`config.mk`:
```
export PLATFORM = sky130hd
export DESIGN_NAME = rr_mux_8x1_flat
export DESIGN_NICKNAME = d
export VERILOG_FILES = /design/src/rtl/rr_mux_8x1_if.sv /design/src/rtl/rr_mux_8x1.sv /design/src/flat_wrapper.sv
export SDC_FILE = /design/constraint.sdc
export NUM_CORES = 1
export LEC_CHECK = 0
export ABC_AREA = 1
export CAP_MARGIN = 25
export CORE_MARGIN = 8
export CORE_UTILIZATION = 40
export DETAILED_ROUTE_END_ITERATION = 16
export PLACE_DENSITY = 0.83
export SLEW_MARGIN = 0
export SYNTH_ARGS = -nofsm -noshare
export SYNTH_HDL_FRONTEND = slang
export SYNTH_SLANG_ARGS = --single-unit
```
`constraint.sdc`:
```
create_clock -name clk -period 4.5 [get_ports clk]
set_input_delay 0.9 -clock clk [delete_from_list [all_inputs] [get_ports clk]]
set_output_delay 0.9 -clock clk [all_outputs]
set_load 0.01 [all_outputs]
```
`src/rtl/rr_mux_8x1_if.sv`:
```
// Bundle for the 8-to-1 merging mux: eight source lanes in, one tagged beat out.
// The slave modport is the merger's own view; the master modport is the
// surrounding logic that feeds lanes and drains the output.
interface rr_mux_8x1_if #(
  parameter int WIDTH = 8
);
  logic [7:0]         in_valid;
  logic [8*WIDTH-1:0] in_data;
  logic [7:0]         in_ready;
  logic               out_valid;
  logic [WIDTH-1:0]   out_data;
  logic [2:0]         out_sel;
  logic               out_ready;

  modport slave (
    input  in_valid,
    input  in_data,
    output in_ready,
    output out_valid,
    output out_data,
    output out_sel,
    input  out_ready
  );

  modport master (
    output in_valid,
    output in_data,
    input  in_ready,
    input  out_valid,
    input  out_data,
    input  out_sel,
    output out_ready
  );
endinterface

```
`src/rtl/rr_mux_8x1.sv`:
```
// Round-robin 8-to-1 merging mux. Each accepted beat is tagged with its lane
// index so the far end can demultiplex it. One registered output beat, one
// cycle of latency, full throughput when the downstream never stalls.
module rr_mux_8x1 #(
  parameter int WIDTH = 8
) (
  input  logic          clk,
  input  logic          rst,
  rr_mux_8x1_if.slave   bus
);

  logic [2:0]       ptr_reg;
  logic             out_valid_reg;
  logic [WIDTH-1:0] out_data_reg;
  logic [2:0]       out_sel_reg;

  logic [WIDTH-1:0] lane_data [8];
  logic [7:0]       rot_valid;
  logic             grant_found;
  logic [2:0]       grant_off;
  logic [2:0]       grant_idx;
  logic             load_en;
  logic             xfer;
  logic [7:0]       in_ready_next;

  // Lane data slices and the valid vector rotated so that bit 0 is the lane
  // currently holding highest priority.
  generate
    for (genvar gi = 0; gi < 8; gi++) begin : g_lane
      assign lane_data[gi] = bus.in_data[gi*WIDTH +: WIDTH];
      assign rot_valid[gi] = bus.in_valid[ptr_reg + 3'(gi)];
    end
  endgenerate

  // First valid lane at or after ptr, found as the lowest set bit of the rotated vector.
  always_comb begin
    grant_found = 1'b0;
    grant_off   = 3'd0;
    for (int i = 7; i >= 0; i--) begin
      if (rot_valid[i]) begin
        grant_found = 1'b1;
        grant_off   = 3'(i);
      end
    end
  end

  assign grant_idx = ptr_reg + grant_off;
  // The output register can take a beat when empty or draining this cycle.
  assign load_en   = ~out_valid_reg | bus.out_ready;
  assign xfer      = grant_found & load_en;

  // Ready goes only to the granted lane; it never looks at data or at other lanes.
  generate
    for (genvar gi = 0; gi < 8; gi++) begin : g_ready
      assign in_ready_next[gi] = xfer & (grant_idx == 3'(gi));
    end
  endgenerate

  assign bus.in_ready  = in_ready_next;
  assign bus.out_valid = out_valid_reg;
  assign bus.out_data  = out_data_reg;
  assign bus.out_sel   = out_sel_reg;

  // Output beat register and priority pointer; a load wins over a drain so
  // back-to-back beats leave no bubble, and ptr only moves on a transfer.
  always_ff @(posedge clk or posedge rst) begin
    if (rst) begin
      ptr_reg       <= 3'd0;
      out_valid_reg <= 1'b0;
      out_data_reg  <= '0;
      out_sel_reg   <= 3'd0;
    end else if (xfer) begin
      ptr_reg       <= grant_idx + 3'd1;
      out_valid_reg <= 1'b1;
      out_data_reg  <= lane_data[grant_idx];
      out_sel_reg   <= grant_idx;
    end else if (out_valid_reg & bus.out_ready) begin
      out_valid_reg <= 1'b0;
    end
  end

endmodule

```
`src/flat_wrapper.sv`:
```
// flat-port wrapper written by rule: the top's interface ports become plain ports
module rr_mux_8x1_flat 
#(
  parameter int WIDTH = 8
)
  (clk, rst, bus_in_valid, bus_in_data, bus_in_ready, bus_out_valid, bus_out_data, bus_out_sel, bus_out_ready);
  rr_mux_8x1_if #(.WIDTH(WIDTH)) bus_i ();
  input  logic clk;
  input  logic rst;
  input wire logic [$bits(bus_i.in_valid)-1:0] bus_in_valid;
  input wire logic [$bits(bus_i.in_data)-1:0] bus_in_data;
  output wire logic [$bits(bus_i.in_ready)-1:0] bus_in_ready;
  output wire logic [$bits(bus_i.out_valid)-1:0] bus_out_valid;
  output wire logic [$bits(bus_i.out_data)-1:0] bus_out_data;
  output wire logic [$bits(bus_i.out_sel)-1:0] bus_out_sel;
  input wire logic [$bits(bus_i.out_ready)-1:0] bus_out_ready;
  assign bus_i.in_valid = bus_in_valid;
  assign bus_i.in_data = bus_in_data;
  assign bus_in_ready = bus_i.in_ready;
  assign bus_out_valid = bus_i.out_valid;
  assign bus_out_data = bus_i.out_data;
  assign bus_out_sel = bus_i.out_sel;
  assign bus_i.out_ready = bus_out_ready;
  rr_mux_8x1 #(.WIDTH(WIDTH)) u_core (.clk(clk), .rst(rst), .bus(bus_i));
endmodule
```
==> run_results.csv <==
group,metric,value,unit
cts,cts_tree,"built",
synthesis,syn_area,0.00181,mm2
drt,drt_pass1_iterations,4,
timing,slew_viol_final,0,
cts,clockRootBuffer,"clkbuf_8",
cts,clk_path_buf_depth,2,
floorplan,die_y,83.2,um
timing,timing.final.crit_share,0.987,
synthesis,synth-warning-count,0,
floorplan,ioPinCount,95,
place,io_buffers,94,
drt,drtIter0Drc,123,
cts,cts_buffers,3,
min_path,holdPathStages,2,
job,drv_cap,0,
cells_and_area,antennaDiodeCount,0,
cells_and_area,nets,473,
drt,viasPerCell,5.24,
global_routing,grt_usage,0.184,
synthesis,yosys-top-cells-area,"dfrtp_1, nand2_1, nand3_1",
timing,setup_violations,0,
timing,worst_pin_slew,590,ps
floorplan,core-area,0.00435,mm2
timing,period_needed,4440,ps
global_routing,grt_pass1_wl,11100,um
global_routing,antenna_found_initial,0,
drt,wl_per_cell,15.3,um
cts,clk_pin_slew,60,ps
drt,drc,0,
min_path,min_from,"u_core.bus.out_data[0]",
worst_setup_path,r2r_setup_slack,730,ps
global_routing,grt_max_degree,17,
global_routing,overflow,0,
place,gp_congestion,0.881,
synthesis,synth_top_area_frac,0.208,
worst_setup_path,worstPathMaxFanout,3,
global_routing,grt_pass1_vias,2395,
worst_setup_path,r2r_start,"u_core.ptr_reg[0]",
floorplan,start_util,0.415,
worst_setup_path,timing.rr.end,"u_core.bus.out_data[5]",
drt,vias,2320,
worst_setup_path,cp-start-kind,"input pin",
place,preCtsSetupSlack,-598,ps
timing,worst_slack,59.3,ps
cells_and_area,drive_above_1_share,0.284,
worst_setup_path,path_class,"in2out",
timing,slew_headroom,0.606,
synthesis,syn_nets,353,
drt,ant_nets,0,
synthesis,avgSynthCellArea,6.64,um2
timing,rsz0062_at_grt,"true",
floorplan,dieArea,0.00692,mm2
synthesis,ys_types,33,
timing,finClkSkew,6.23,ps
worst_setup_path,arrival,3540,ps
min_path,hold_class,"reg2reg",
floorplan,rows,24,
synthesis,synth_area_leader_cell,"dfrtp_1",
cts,htreeDepth,1,
synthesis,syn_inst,272,
status,status,"finished, final reports clean",
floorplan,fp.dieW,83.2,um
min_path,min_to,"u_core.bus.out_data[0]",
timing,fmax,0.225,GHz
cells_and_area,largest_reg_flops,8,
worst_setup_path,required,3600,ps
cts,clock_sinks,15,
synthesis,synth_seq_cells,15,
worst_setup_path,critPathCaptureType,"output pin",
timing,finalHoldViolations,0,
timing,whs,478,ps
place,hpwl,5700,um
worst_setup_path,rr_worst_depth,21,
cts,clk_latency,250,ps
cts,postCtsHoldBufs,0,
synthesis,synth_seq_area_share,0.208,
drt,wl,6770,um
cells_and_area,area_growth,70.3,%
cell type report:
type / count / area [um2]
Tap cell: 52 / 65.1
Inverter: 19 / 76.3
Clock buffer: 3 / 41.3
Fill cell: 354 / 1280
Timing Repair Buffer: 126 / 1150
Sequential cell: 15 / 375
Clock inverter: 1 / 5.00
Multi-Input combinational cell: 227 / 1360
kinds of logic after synthesis:
logic type	Yosys count	synth area share
adder cells (fa/ha/maj)	6	0.0457
buffers and inverters	30	0.0859
AO/OA/AOI/OAI	24	0.106
flip-flops	15	0.208
AND/OR/NAND/NOR	190	0.521
XOR/XNOR	7	0.0339
per-stage QoR:
stage	TNS (ps)	area, um2	std cells	util
final	0	3080	443	0.707
after global routing	-627	3080	443	0.707
after CTS	0	3040	443	0.697
after detailed placement	-4300	2970	439	0.683
after global placement	-3600	2970	439	0.683
after floorplan	0	1810	272	-
routing by layer:
metal | vias up | share of wire | GRT usage
met1 | 1072 | 0.43 | 0.223
met5 | - | 0 | 0
li1 | 1150 | - | -
met4 | 0 | 0.011 | 0.0431
met3 | 6 | 0.074 | 0.0430
met2 | 92 | 0.49 | 0.318
synth_stat cells:
| cell | instances |
|---|---|
| nor2_1 | 6 |
| a21boi_0 | 1 |
| buf_12 | 1 |
| inv_2 | 4 |
| o21ai_0 | 2 |
| a21oi_1 | 1 |
| nor2_8 | 1 |
| o21bai_1 | 1 |
| fa_1 | 1 |
| xor2_1 | 4 |
| dfrtp_1 | 15 |
| buf_1 | 1 |
| nor2_2 | 5 |
| nor3_1 | 1 |
| o21ai_2 | 1 |
| buf_4 | 1 |
| ha_1 | 5 |
| a221oi_1 | 16 |
| nand3_2 | 2 |
| inv_1 | 12 |
| o21a_1 | 1 |
| xnor2_1 | 3 |
| clkbuf_1 | 4 |
| nand3_1 | 55 |
| nand2_4 | 7 |
| nand3_4 | 1 |
| o21ai_1 | 1 |
| clkinv_1 | 2 |
| nand2_2 | 20 |
| nand2_1 | 92 |
| inv_6 | 1 |
| buf_2 | 2 |
| buf_6 | 2 |
placed cells by master, fill, tap and decap left out, types with 5 or more instances in the layout:
cell type | synthesis | final
a221oi_1 | 16 | 16
nand2_4 | 7 | 7
inv_2 | 4 | 7
nand2_2 | 20 | 28
clkdlybuf4s50_1 | 0 | 78
nand3_2 | 2 | 9
nor2_1 | 6 | 6
nand3_1 | 55 | 48
inv_1 | 12 | 10
nor2_2 | 5 | 5
dlygate4sd2_1 | 0 | 8
buf_4 | 1 | 31
buf_2 | 2 | 5
dfrtp_1 | 15 | 15
nand2_1 | 92 | 84
what timing repair did:
action / CTS / global route
gates resized for setup: 44 / 21
buffers inserted: 0 / 0
setup endpoints to repair: 8 / 8
pin swaps: 7 / 2
worst max path at each step:
stage	to	slack (ps)	depth (start not counted)	startpoint
5_1_grt	bus_in_ready[7]	-140	21	bus_in_valid[4]
3_5_place_dp	bus_in_ready[7]	-600	21	bus_in_valid[4]
6_report	bus_in_ready[7]	60	21	bus_in_valid[4]
3_3_place_gp	bus_in_ready[7]	-520	21	bus_in_valid[6]
4_1_cts	bus_in_ready[7]	90	22	bus_in_valid[5]
2_1_floorplan	bus_in_ready[3]	210	21	u_core.ptr_reg[1]
worst max-delay path, cell delays in order:
cell and delay [ps]:
dlygate4sd2_1 250, nand2_2 100, nand3_2 90, nand3_1 90
nand2_2 100, a21oi_1 70, o21ai_1 160, nand2_1 90
a21boi_2 140, ha_2 170, inv_1 40, fa_2 340
xor2_2 170, buf_4 170, nand2_4 70, nand2_4 50
inv_1 80, ha_1 170, inv_1 50, nor2_1 90
buf_2 140
Power is not shown: default switching activity piles up to over one toggle a cycle in this logic, so the estimate is an artifact.
